[config.mk]
export PLATFORM = sky130hd
export DESIGN_NAME = fpu_read_fill_ctrl
export DESIGN_NICKNAME = d
export VERILOG_FILES = /design/src/rtl/fpu_read_fill_ctrl.sv
export SDC_FILE = /design/constraint.sdc
export NUM_CORES = 1
export LEC_CHECK = 0
export CORE_UTILIZATION = 35
export DETAILED_ROUTE_END_ITERATION = 10
export PLACE_DENSITY_LB_ADDON = 0.3
export RECOVER_POWER = 100
export SETUP_SLACK_MARGIN = 0.5
export SLEW_MARGIN = 20
export SYNTH_ARGS = -nofsm -noshare
export SYNTH_HDL_FRONTEND = slang
export SYNTH_SLANG_ARGS = --single-unit
[constraint.sdc]
create_clock -name clk -period 10.5 [get_ports clk]
set_clock_uncertainty 0.05 [all_clocks]
set_input_delay 2.625 -clock clk [delete_from_list [all_inputs] [get_ports clk]]
set_output_delay 2.625 -clock clk [all_outputs]
set_load 0.02 [all_outputs]
[src/rtl/fpu_read_fill_ctrl.sv]
// fpu_read_fill_ctrl: fills a BUFFER_DEPTH x COL_WIDTH request buffer from DRAM rows, with up to MAX_OUTSTANDING reads in flight.
// Define FPU_FILL_ERR_CHECK_EN to flag stray response beats on a sticky err output.
module fpu_read_fill_ctrl #(
  parameter int BUFFER_DEPTH = 512,
  parameter int COL_WIDTH = 10,
  parameter int MAX_OUTSTANDING = 4,
  localparam int BADDR_BITS = $clog2(BUFFER_DEPTH),
  localparam int CADDR_BITS = $clog2(COL_WIDTH),
  localparam int OW = $clog2(MAX_OUTSTANDING + 1)
) (
  input  logic                             clk,
  input  logic                             rst,
  input  logic                             start,
  input  logic [31:0]                      base_addr,
  input  logic [31:0]                      stride,
  input  logic [BADDR_BITS:0]              width,
  input  logic [CADDR_BITS:0]              height,
  output logic                             req_valid,
  output logic [31:0]                      req_addr,
  input  logic                             req_ready,
  input  logic                             rsp_valid,
  input  logic [63:0]                      rsp_data,
  output logic                             buf_wr_en,
  output logic [BADDR_BITS+CADDR_BITS-1:0] buf_wr_addr,
  output logic [63:0]                      buf_wr_data,
  output logic                             busy,
  output logic                             done,
  output logic                             err
);
  typedef enum logic [1:0] {IDLE, REQ, DRAIN, DONE} state_t;
  state_t state_q, state_d;
  logic [31:0] row_base_q, req_addr_q, stride_q;
  logic [BADDR_BITS:0] bpr_q, req_beat_q, rsp_beat_q;
  logic [CADDR_BITS:0] height_q, req_row_q, rsp_row_q;
  logic [OW-1:0] out_q;
  logic wr_en_q, wr_last_q;
  logic [BADDR_BITS+CADDR_BITS-1:0] wr_addr_q;
  logic [63:0] wr_data_q;
  logic [BADDR_BITS+1:0] w_ext;
  logic go, accept, rsp_ok, req_beat_last, req_last, rsp_beat_last, rsp_last;
  assign w_ext = {1'b0, width} + (BADDR_BITS+2)'(7);
  assign go = state_q == IDLE && start;
  assign req_valid = state_q == REQ && out_q < OW'(MAX_OUTSTANDING);
  assign accept = req_valid && req_ready;
  // beats only count while a fill owns them; anything else is stray
  assign rsp_ok = rsp_valid && state_q != IDLE && out_q != '0;
  assign req_beat_last = req_beat_q == bpr_q - (BADDR_BITS+1)'(1);
  assign req_last = req_beat_last && req_row_q == height_q - (CADDR_BITS+1)'(1);
  assign rsp_beat_last = rsp_beat_q == bpr_q - (BADDR_BITS+1)'(1);
  assign rsp_last = rsp_beat_last && rsp_row_q == height_q - (CADDR_BITS+1)'(1);
  assign req_addr = req_addr_q;
  assign buf_wr_en = wr_en_q;
  assign buf_wr_addr = wr_addr_q;
  assign buf_wr_data = wr_data_q;
  assign busy = state_q != IDLE;
  assign done = state_q == DONE;
  always_comb begin
    state_d = state_q;
    case (state_q)
      IDLE:    if (start) state_d = (width == '0 || height == '0) ? DONE : REQ;
      REQ:     if (accept && req_last) state_d = DRAIN;
      DRAIN:   if (wr_en_q && wr_last_q) state_d = DONE;
      default: state_d = IDLE;
    endcase
  end
  always_ff @(posedge clk or posedge rst)
    if (rst) state_q <= IDLE;
    else state_q <= state_d;
  always_ff @(posedge clk or posedge rst) begin
    if (rst) begin
      row_base_q <= '0;
      req_addr_q <= '0;
      stride_q <= '0;
      bpr_q <= '0;
      height_q <= '0;
      req_beat_q <= '0;
      req_row_q <= '0;
      rsp_beat_q <= '0;
      rsp_row_q <= '0;
      out_q <= '0;
      wr_en_q <= 1'b0;
      wr_last_q <= 1'b0;
      wr_addr_q <= '0;
      wr_data_q <= '0;
    end else begin
      if (go) begin
        row_base_q <= base_addr;
        req_addr_q <= base_addr;
        stride_q <= stride;
        bpr_q <= {2'b0, w_ext[BADDR_BITS+1:3]};
        height_q <= height;
        req_beat_q <= '0;
        req_row_q <= '0;
        rsp_beat_q <= '0;
        rsp_row_q <= '0;
      end
      // row base accumulates stride so no multiplier is needed
      if (accept) begin
        req_beat_q <= req_beat_last ? '0 : req_beat_q + (BADDR_BITS+1)'(1);
        req_row_q <= req_row_q + (CADDR_BITS+1)'(req_beat_last);
        row_base_q <= req_beat_last ? row_base_q + stride_q : row_base_q;
        req_addr_q <= req_beat_last ? row_base_q + stride_q : req_addr_q + 32'd8;
      end
      out_q <= out_q + OW'(accept) - OW'(rsp_ok);
      wr_en_q <= rsp_ok;
      wr_last_q <= rsp_ok && rsp_last;
      if (rsp_ok) begin
        wr_addr_q <= {rsp_row_q[CADDR_BITS-1:0], rsp_beat_q[BADDR_BITS-1:0]};
        wr_data_q <= rsp_data;
        rsp_beat_q <= rsp_beat_last ? '0 : rsp_beat_q + (BADDR_BITS+1)'(1);
        rsp_row_q <= rsp_row_q + (CADDR_BITS+1)'(rsp_beat_last);
      end
    end
  end
`ifdef FPU_FILL_ERR_CHECK_EN
  logic err_q;
  always_ff @(posedge clk or posedge rst)
    if (rst) err_q <= 1'b0;
    else err_q <= err_q | (rsp_valid && !rsp_ok);
  assign err = err_q;
`else
  assign err = 1'b0;
`endif
endmodule

==> summary.txt, run 1 <==
Logic synthesis
  – Mapped Nets: 1396
  – Yosys top cell by area: dfrtp_1
  – Seq/Total Area, Yosys: 46.1%
  – Cell area after synthesis: 12100 µm²
  – Post-Synth Adder-Cell Area: 5.08%
  – Post-synthesis xor/xnor area fraction: 5.54%
  – Synth Instances: 1200
  – Synth async-reset ratio: 100%
  – Synth cell types: 70
  – Syn avg cell area: 10.1 µm²
  – Largest cells by area after synthesis: dfrtp_1 46%, mux2_2 11%, ha_1 4.8%, o21ai_0 3.6%, nor2_1 3.2%
  – Share of the synthesized area in the top cell type: 46.1%
  – Ys Warns: 0
  – Post-synth EDFFs: 0
  – Post-Synth Simple-Gate Area: 14.0%
  – Mux cell area share after synthesis: 11.0%
  – Post-synthesis compound-gate area fraction: 15.3%
  – Top FF cell, synth: dfrtp_1
  – Synth Register Bits: 223
  – Main combinational cell family by area after synthesis: compound AO/OA/AOI/OAI gates

Floorplan
  – Num ports: 262
  – Die ar.: 35400 µm²
  – Row cnt: 67
  – Core area: 33800 µm²
  – Die Wd: 188 µm
  – Die Y: 188 µm
  – Initial Util: 35.9%

Run
  – Max-cap violations: 6

Clock network
  – Total clock sinks: 223
  – Num CTS Buffers: 26
  – Post-CTS resize count: 0
  – Hold buffers post-CTS: 0
  – CTS Root Cell: clkbuf_16
  – CTS HTree Levels: 1
  – Setup Fix Bufs, Post-CTS: 0
  – Clock Latency Late Sink: 550 ps
  – Clock buffer depth: 3
  – CTS tree: built
  – Worst-path clk slew: 60 ps

Hold path
  – Beginning of the worst hold path: buf_wr_data[11]
  – Worst hold path depth: 1
  – Hold Path Sink: buf_wr_data[11]
  – Type of the tightest min-delay check: reg2reg

Detailed routing
  – ANT nets after route: 0
  – Wire per inst: 17.5 µm
  – DRT iter0 DRCs: 698
  – Vias: 10200
  – Vias/cell: 5.36
  – DRC viols: 0
  – First-pass DRT Iterations: 5
  – Routed wire length: 33500 µm

Timing
  – Slew Viols, Final: 303
  – Final hold viol count: 0
  – RSZ-0062 raised after global routing: false
  – Relative slew slack: -194%
  – Tcrit/Tclk final: 66.5%
  – Worst-Margin Slew: 4380 ps
  – Highest clock rate: 143 MHz
  – Hold WS: 446 ps
  – Final setup vio count: 0
  – Setup TNS: 0 ps
  – Min cycle time layout: 6980 ps

Worst setup path
  – Largest stage delay on the critical path: 2420 ps
  – WP buf/inv: 3
  – CP top delay family: buffers and inverters
  – Worst R2R Start: state_q[1]
  – Worst path arrival time: 7250 ps
  – Worst Reg-to-Reg Cells: 11
  – Crit end category: async pin
  – Critical path depth: 3
  – Critical path type: in2async
  – Worst Path Required: 10760 ps
  – Max Fanout on Critical Path: 101
  – Crit-path cells: dlygate4sd3_1 -> clkinvlp_2 -> clkbuf_2
  – CP startpoint kind: primary input
  – R2R Setup Slk: 5250 ps
  – Critical Path Slowest Stage Cell: clkinvlp_2
  – Reg2reg end: req_addr[2]

Placed design
  – DP HPWL: 23800 µm
  – IO buf count: 260
  – Placer congestion estimate: 0.873

Cells and area
  – Share of cells above drive strength 1: 12.3%
  – P&R area growth vs syn: 33.0%
  – Ant. Diodes: 0
  – Net count, final: 1637

Status
  – Violated checks: max-capacitance violations, max-slew violations
  – Status: finished with violations

Pwr
  – P_leak: 6.81 nW
  – Pwr Density: 336 nW/µm²
  – Max rail drop VDD: 0.168 mV

Global routing
  – Largest net degree at the start of global routing: 102
  – Antenna violations before repair: 0
  – First-pass GRT wire length: 53400 µm
  – GRT overflow: 0
  – Vias in the first global route: 10000
  – GRT Util Overall: 18.6%
## report_power, final
group          switching (W)  internal (W)  total [W]
Sequential          0.000307       0.00123    0.00153
Combinational        0.00155       0.00128    0.00283
Clock               0.000375      0.000675    0.00105
## sequential cells by signal, indices dropped and copies added (netlist names), 2 cells and up
name / flops
rsp_beat_q: 10
req_row_q: 5
bpr_q: 8
req_addr: 32
buf_wr_data: 64
state_q: 2
height_q: 5
stride_q: 32
out_q: 3
row_base_q: 32
rsp_row_q: 5
req_beat_q: 10
buf_wr_addr: 13
## worst register-to-register path, cell delays in order (launching register included)
cell and delay (ps):
dfrtp_1 420, inv_1 90, ha_1 180, nor2b_1 150, and2_0 950, inv_1 160
clkbuf_1 960, nor3_4 1080, nand2b_1 200, buf_4 490, o211ai_1 200, o21a_1 210
## cells in the final DEF, fill, tap and decap left out, types with 7 or more instances in the layout
master / netlist / final
bufinv_16: 0 / 7
nor2_1: 103 / 103
clkdlybuf4s50_1: 0 / 143
nor3_1: 27 / 27
ha_1: 46 / 46
o211ai_1: 16 / 16
o21a_1: 19 / 19
or3_1: 7 / 7
a211oi_1: 15 / 15
clkbuf_16: 0 / 26
xnor2_1: 40 / 40
dlygate4sd3_1: 0 / 117
xor2_1: 34 / 34
inv_1: 30 / 29
o22ai_1: 16 / 16
nand2_1: 97 / 96
a21o_1: 15 / 15
a31oi_1: 7 / 7
dfrtp_1: 223 / 223
mux2_2: 114 / 114
nand3_1: 42 / 42
a21oi_1: 64 / 64
clkbuf_8: 0 / 7
nand4_1: 17 / 17
and3_1: 21 / 21
o21ai_0: 87 / 86
## kinds of logic after synthesis
group | after synthesis
other cells | 1
flops | 223
buf+inv | 88
mux | 119
compound gates | 291
fa+ha+maj | 48
simple gates | 355
xor+xnor | 75
## synth_stat cells, types with 16 or more instances
| cell type | count |
|---|---|
| nand4_1 | 17 |
| nand3_1 | 42 |
| mux2_2 | 114 |
| ha_1 | 46 |
| xnor2_1 | 40 |
| o22ai_1 | 16 |
| o211ai_1 | 16 |
| dfrtp_1 | 223 |
| o21ai_0 | 87 |
| a21oi_1 | 64 |
| inv_1 | 30 |
| nand2_1 | 97 |
| o21a_1 | 19 |
| xor2_1 | 34 |
| nor2_1 | 103 |
| clkbuf_1 | 40 |
| nor3_1 | 27 |
| and3_1 | 21 |
## area by class of cell
cell class | instances | area [µm²]
Clock buffer | 35 | 754
Clock inverter | 13 | 256
Fill cell | 3084 | 17700
Inverter | 30 | 114
Multi-Input combinational cell | 889 | 6170
Sequential cell | 223 | 5580
Tap cell | 448 | 561
Timing Repair Buffer | 271 | 2670
## how the worst max path moves through the flow
stage                     endpoint  slack, ps       from
floorplan                 bpr_q[0]       1720        rst
global placement      req_addr[25]       4280  req_ready
detailed placement  row_base_q[29]       4200  req_ready
CTS                 row_base_q[29]       4750  req_ready
global route          req_addr[17]       2450        rst
finish                req_addr[18]       3520        rst
## routing by layer
metal  global-route usage, %  share of wire [%]  vias to the layer above
met5                       0                  0                        -
met4                    5.00                2.1                        0
met3                    3.05                6.9                       46
met2                    30.4                 46                      421
met1                    25.5                 45                     4932
li1                        -                  -                     4835
## stage by stage
stage	area, µm²	power [W]	cells	util, %	setup WS [ps]
2_1_floorplan	12100	0.00346	1200	-	1720
3_3_place_gp	15100	0.00437	1861	44.8	4280
3_5_place_dp	15100	0.00443	1861	44.8	4200
4_1_cts	16100	0.00551	1909	47.8	4750
5_1_grt	16100	0.00579	1909	47.7	2450
6_report	16100	0.00541	1909	47.7	3520
No activity file was read; power rests on OpenSTA's default activity.
==> run 2, diff against run 1 <==
clock period = 6.4 ns   (was 10.5 ns; I/O delays follow)
==> summary.txt, run 2 (synthesized netlist as in run 1, its figures left out) <==
Timing
  – Slew Viols, Final: 91 (-70%)
  – Min cycle time layout: 4980 ps
  – Final setup vio count: 0 (unchanged)
  – Relative slew slack: -38.9% (+150 points)
  – Highest clock rate: 201 MHz
  – Setup TNS: 0 ps (unchanged)
  – Worst-Margin Slew: 2080 ps (-2300 ps)
  – Tcrit/Tclk final: 77.9%
  – Final hold viol count: 0 (unchanged)
  – RSZ-0062 raised after global routing: false

Hold path
  – Type of the tightest min-delay check: reg2reg
  – Worst hold path depth: 1 (unchanged)
  – Hold Path Sink: row_base_q[21]
  – Beginning of the worst hold path: row_base_q[21]

Worst setup path
  – Critical path type: reg2reg
  – Crit end category: flip-flop
  – Worst path arrival time: 5370 ps (-1880 ps)
  – Max Fanout on Critical Path: 15 (-85%)
  – CP startpoint kind: flip-flop
  – Worst Path Required: 6790 ps (-3970 ps)
  – Largest stage delay on the critical path: 1230 ps (-1190 ps)
  – Worst R2R Start: bpr_q[0]
  – Reg2reg end: state_q[1]
  – Worst Reg-to-Reg Cells: 11 (unchanged)
  – Crit-path cells: inv_1 -> ha_1 -> nor4b_1 -> nor3_1 -> or4_1 -> a211o_1 -> nor3_4 -> clkbuf_1 -> nand3_1 -> a221o_1 -> o31ai_1
  – Critical Path Slowest Stage Cell: nor4b_1
  – R2R Setup Slk: 1420 ps (-3830 ps)

Detailed routing
  – DRC viols: 0 (unchanged)
  – Vias: 10200 (-0.39%)
  – ANT nets after route: 0 (unchanged)
  – Routed wire length: 33700 µm (+0.64%)
  – Wire per inst: 17.6 µm (+0.38%)
  – Vias/cell: 5.33 (-0.65%)
  – First-pass DRT Iterations: 5 (unchanged)
  – DRT iter0 DRCs: 652 (-6.6%)

Global routing
  – Vias in the first global route: 10100 (+1.4%)
  – Largest net degree at the start of global routing: 108 (+5.9%)
  – Antenna violations before repair: 0 (unchanged)
  – GRT Util Overall: 19.0% (+0.36 points)
  – First-pass GRT wire length: 54300 µm (+1.7%)
  – GRT overflow: 0 (unchanged)

Placed design
  – Placer congestion estimate: 0.829 (-5.1%)
  – DP HPWL: 24200 µm (+1.7%)
  – IO buf count: 260 (unchanged)

Cells and area
  – Max FFs per register: 64 (unchanged)
  – Share of cells above drive strength 1: 12.3% (-0.042 points)
  – Most frequent cells in the layout: 223 x dfrtp_1, 143 x clkdlybuf4s50_1, 117 x dlygate4sd3_1
  – Net count, final: 1642 (+0.31%)
  – Ant. Diodes: 0 (unchanged)
  – Commonest non-fill, non-tap cell in the layout: dfrtp_1
  – P&R area growth vs syn: 32.0%

Pwr
  – Switching power: 0.00362 W (+62%)
  – Final total power: 0.00859 W (+59%)
  – Max rail drop VDD: 0.254 mV (+51%)
  – Sequential Power Share: 29.2% (+0.9 points)
  – Pwr Density: 537 nW/µm² (+60%)
  – Clk pwr share: 17.2% (-2.2 points)
  – Sw Share: 42.1% (+0.90 points)
  – P_leak: 6.76 nW (-0.81%)
  – Int Pwr: 0.00497 W (+56%)
  – Comb pwr share: 53.6% (+1.3 points)

Floorplan
  – Die Y: 188 µm (unchanged)
  – Die Wd: 188 µm (unchanged)
  – Core area: 33800 µm² (unchanged)
  – Num ports: 262 (unchanged)
  – Row cnt: 67 (unchanged)
  – Die ar.: 35400 µm² (unchanged)
  – Initial Util: 35.9% (unchanged)

Clock network
  – CTS tree: built
  – Worst-path clk slew: 60 ps (about the same)
  – Total clock sinks: 223 (unchanged)
  – Setup Fix Bufs, Post-CTS: 0 (unchanged)
  – CTS HTree Levels: 1 (unchanged)
  – Num CTS Buffers: 26 (unchanged)
  – Clock Latency Late Sink: 550 ps (about the same)
  – Post-CTS resize count: 0 (unchanged)
  – Clock buffer depth: 3 (unchanged)
  – CTS Root Cell: clkbuf_16
  – Hold buffers post-CTS: 0 (unchanged)

Run
  – Max-cap violations: 3 (-3)

Status
  – Violated checks: max-capacitance violations, max-slew violations
  – Status: finished with violations
-- run 2: cell count changes in the layout (fill, tap and decap cells not counted), moves of 2 or more --
cell	before	now
buf_4	6	9
clkinv_2	3	5
clkbuf_1	6	10
bufinv_16	7	1
-- run 2: per-stage QoR --
step                      std cells  utilization [%]  instance area, µm²  setup slack [ps]  hold WS, ps
after floorplan                1200                -               12100              1840          420
after global placement         1865             44.9               15200              1870          430
after detailed placement       1865             44.9               15200              1790          436
after CTS                      1913             47.5               16000              2330          449
after global routing           1914             47.3               16000              1080          466
final                          1914             47.3               16000              1420          445
-- run 2: worst max-delay path: cells and delay by family, from the launching register on --
family / cells / cell delay (ps)
flops: 1 / 490
simple gates: 5 / 2120
fa+ha+maj: 1 / 280
buf+inv: 2 / 890
compound gates: 3 / 1040
-- run 2: worst max path at each step --
stage | startpoint | end | slack, ps | cells after the start
2_1_floorplan | rst | bpr_q[0] | 1840 | 1
3_3_place_gp | req_ready | row_base_q[29] | 1870 | 10
3_5_place_dp | req_ready | row_base_q[29] | 1790 | 10
4_1_cts | bpr_q[0] | row_base_q[9] | 2330 | 11
5_1_grt | bpr_q[0] | state_q[0] | 1080 | 11
6_report | bpr_q[0] | state_q[1] | 1420 | 11
-- run 2: power groups by stage --
| stage | logic [W] | clock network (W) | registers, W |
|---|---|---|---|
| 2_1_floorplan | 0.00293 | 0 | 0.00275 |
| 3_3_place_gp | 0.00465 | 0 | 0.00253 |
| 3_5_place_dp | 0.00474 | 0 | 0.00254 |
| 4_1_cts | 0.00476 | 0.00152 | 0.00253 |
| 5_1_grt | 0.00507 | 0.00158 | 0.00260 |
| 6_report | 0.00461 | 0.00147 | 0.00251 |
-- run 2: final cells by class --
| type | instances | area (µm²) |
|---|---|---|
| clock buffers | 38 | 766 |
| clock inverters | 10 | 93.8 |
| fillers | 3128 | 17800 |
| inverters | 30 | 114 |
| multi-input cells | 889 | 6160 |
| flip-flops and latches | 223 | 5580 |
| well taps | 448 | 561 |
| repair buffers | 276 | 2710 |
-- run 2: metal layers --
| layer | vias to the layer above | global-route usage [%] | routed length [µm] |
|---|---|---|---|
| li1 | 4850 | - | - |
| met1 | 4968 | 25.7 | 15400 |
| met2 | 329 | 31.5 | 15600 |
| met3 | 47 | 2.92 | 1980 |
| met4 | 0 | 5.03 | 766 |
| met5 | - | 0 | 0 |
==> run 3, diff against run 2 <==
clock period = 4.33 ns   (was 6.4 ns; I/O delays follow)
==> summary.txt, run 3 (synthesized netlist as in run 1, its figures left out) <==
Floorplan
  – Row cnt: 67 (unchanged)
  – Initial Util: 35.9% (unchanged)
  – Die ar.: 35400 µm² (unchanged)
  – Die Wd: 188 µm (unchanged)
  – Num ports: 262 (unchanged)
  – Die Y: 188 µm (unchanged)
  – Core area: 33800 µm² (unchanged)

Pwr
  – Max rail drop VDD: 0.325 mV (+28%)
  – Pwr Density: 807 nW/µm² (+50%)
  – P_leak: 6.85 nW (+1.3%)

Timing
  – Min cycle time layout: 3850 ps
  – Highest clock rate: 260 MHz
  – Final hold viol count: 0 (unchanged)
  – Tcrit/Tclk final: 89.0%
  – Worst-Margin Slew: 2430 ps (+346 ps)
  – RSZ-0062 raised after global routing: false
  – Hold WS: 445 ps (+0.358 ps)
  – Slew Viols, Final: 120 (+32%)
  – Final setup vio count: 0 (unchanged)
  – Relative slew slack: -61.9% (-23 points)
  – Setup TNS: 0 ps (unchanged)

Placed design
  – Post-DP Area: 15200 µm² (+0.41%)
  – Placer congestion estimate: 0.864 (+4.3%)
  – Inst Count DP: 1870 (+0.27%)
  – IO buf count: 260 (unchanged)
  – DP HPWL: 24000 µm (-0.60%)

Worst setup path
  – CP startpoint kind: primary input
  – Worst path arrival time: 4290 ps (-1080 ps)
  – Critical Path Slowest Stage Cell: clkbuf_2
  – Max Fanout on Critical Path: 46 (+31)
  – WP buf/inv: 3 (+1)
  – Crit end category: flip-flop
  – Crit-path cells: dlygate4sd3_1 -> nand2_2 -> clkbuf_1 -> clkbuf_2 -> nor3_1 -> a31o_2 -> nor2_1
  – Largest stage delay on the critical path: 1010 ps (-220 ps)
  – Worst Path Required: 4770 ps (-2020 ps)
  – CP top delay family: buffers and inverters
  – Critical path type: in2reg

Clock network
  – Num CTS Buffers: 27 (+3.8%)
  – CTS Root Cell: clkbuf_16
  – Hold buffers post-CTS: 0 (unchanged)
  – CTS HTree Levels: 1 (unchanged)
  – Total clock sinks: 223 (unchanged)
  – Clock buffer depth: 3 (unchanged)
  – CTS tree: built
  – Setup Fix Bufs, Post-CTS: 0 (unchanged)
  – Worst-path clk slew: 70 ps (about the same)
  – Clock Latency Late Sink: 550 ps (about the same)

Run
  – Max-cap violations: 3 (unchanged)

Cells and area
  – Max FFs per register: 64 (unchanged)
  – Ant. Diodes: 0 (unchanged)
  – Net count, final: 1647 (+0.30%)
  – Most frequent cells in the layout: 223 x dfrtp_1, 145 x clkdlybuf4s50_1, 115 x dlygate4sd3_1
  – Fin cells: 1919 (+0.26%)
  – Commonest non-fill, non-tap cell in the layout: dfrtp_1
  – Core Util, Final: 47.9% (+0.57 points)
  – Share of cells above drive strength 1: 12.7% (+0.43 points)
  – Final Instance Area: 16200 µm² (+1.2%)
  – Reg area: 5580 µm² (unchanged)
  – Fill cells: 3130 (+0.064%)
  – P&R area growth vs syn: 33.6%
  – Multi-input logic area: 6160 µm² (+0.10%)

Hold path
  – Type of the tightest min-delay check: reg2reg

Detailed routing
  – Vias/cell: 5.35 (+0.39%)
  – Wire per inst: 17.5 µm (-0.67%)
  – DRT iter0 DRCs: 591 (-9.4%)
  – Vias: 10300 (+0.66%)
  – DRC viols: 0 (unchanged)
  – First-pass DRT Iterations: 5 (unchanged)
  – Routed wire length: 33600 µm (-0.41%)
  – ANT nets after route: 0 (unchanged)

Status
  – Status: finished with violations
  – Violated checks: max-capacitance violations, max-slew violations

Global routing
  – GRT overflow: 0 (unchanged)
  – GRT Util Overall: 18.9% (-0.12 points)
  – Largest net degree at the start of global routing: 107 (-0.93%)
  – First-pass GRT wire length: 54100 µm (-0.39%)
  – Antenna violations before repair: 0 (unchanged)
  – Vias in the first global route: 10100 (-0.58%)
-- run 3: changes by cell type in the layout (fill, tap and decap cells not counted), moves of 2 or more --
cell and delta:
bufinv_16 +5, buf_4 +2, dlygate4sd3_1 -2, clkdlybuf4s50_1 +2, clkinv_2 -2, clkbuf_8 -2
buf_12 +2, clkbuf_1 -2
-- run 3: routing by layer --
layer / vias up / GRT usage [%] / wire length [µm]
li1: 4857 / - / -
met1: 4966 / 25.7 / 14900
met2: 381 / 31.1 / 15600
met3: 57 / 2.81 / 2230
met4: 0 / 5.32 / 827
met5: - / 0 / 0
-- run 3: layout make-up --
class / count / share of cell area (%)
multi-input combinational: 889 / 38.1
sequential: 223 / 34.5
timing repair buffer: 280 / 17.1
clock buffer: 35 / 4.67
tap: 448 / 3.46
clock inverter: 14 / 1.45
inverter: 30 / 0.704
-- run 3: final timing paths --
kind	startpoint	end	slack, ps	cells past startpoint
max	start	req_addr[14]	480	7
min reg2reg	buf_wr_data[54]	buf_wr_data[54]	450	1
min in group asynchronous	rst	stride_q[3]	1190	3
min	buf_wr_data[54]	buf_wr_data[54]	450	1
max reg2reg	bpr_q[0]	row_base_q[29]	680	11
max in group asynchronous	rst	stride_q[24]	840	3
-- run 3: where the power goes --
group	internal, W	switching, W	leakage (nW)
clock network	0.00159	0.000926	0.478
registers	0.00297	0.000724	2.70
logic	0.00312	0.00373	3.67
-- run 3: per-stage QoR --
step,power [W],setup slack (ps)
floorplan,0.00840,287
global placement,0.0106,926
detailed placement,0.0107,768
CTS,0.0134,732
global route,0.0140,286
finish,0.0131,478
-- run 3: repair_timing --
action,CTS,global route
endpoints found under the setup margin,0,7
resized for setup,0,2
hold endpoints to repair,0,0
-- run 3: worst reg2reg max path, cell delays in order (launching register included) --
cell	delay [ps]
dfrtp_1	460
inv_1	90
ha_1	270
nor4b_4	500
nor3_1	90
or4_1	400
a211o_1	330
nor2_1	320
nand2_1	510
nor3_1	320
mux2i_1	110
o211ai_1	110
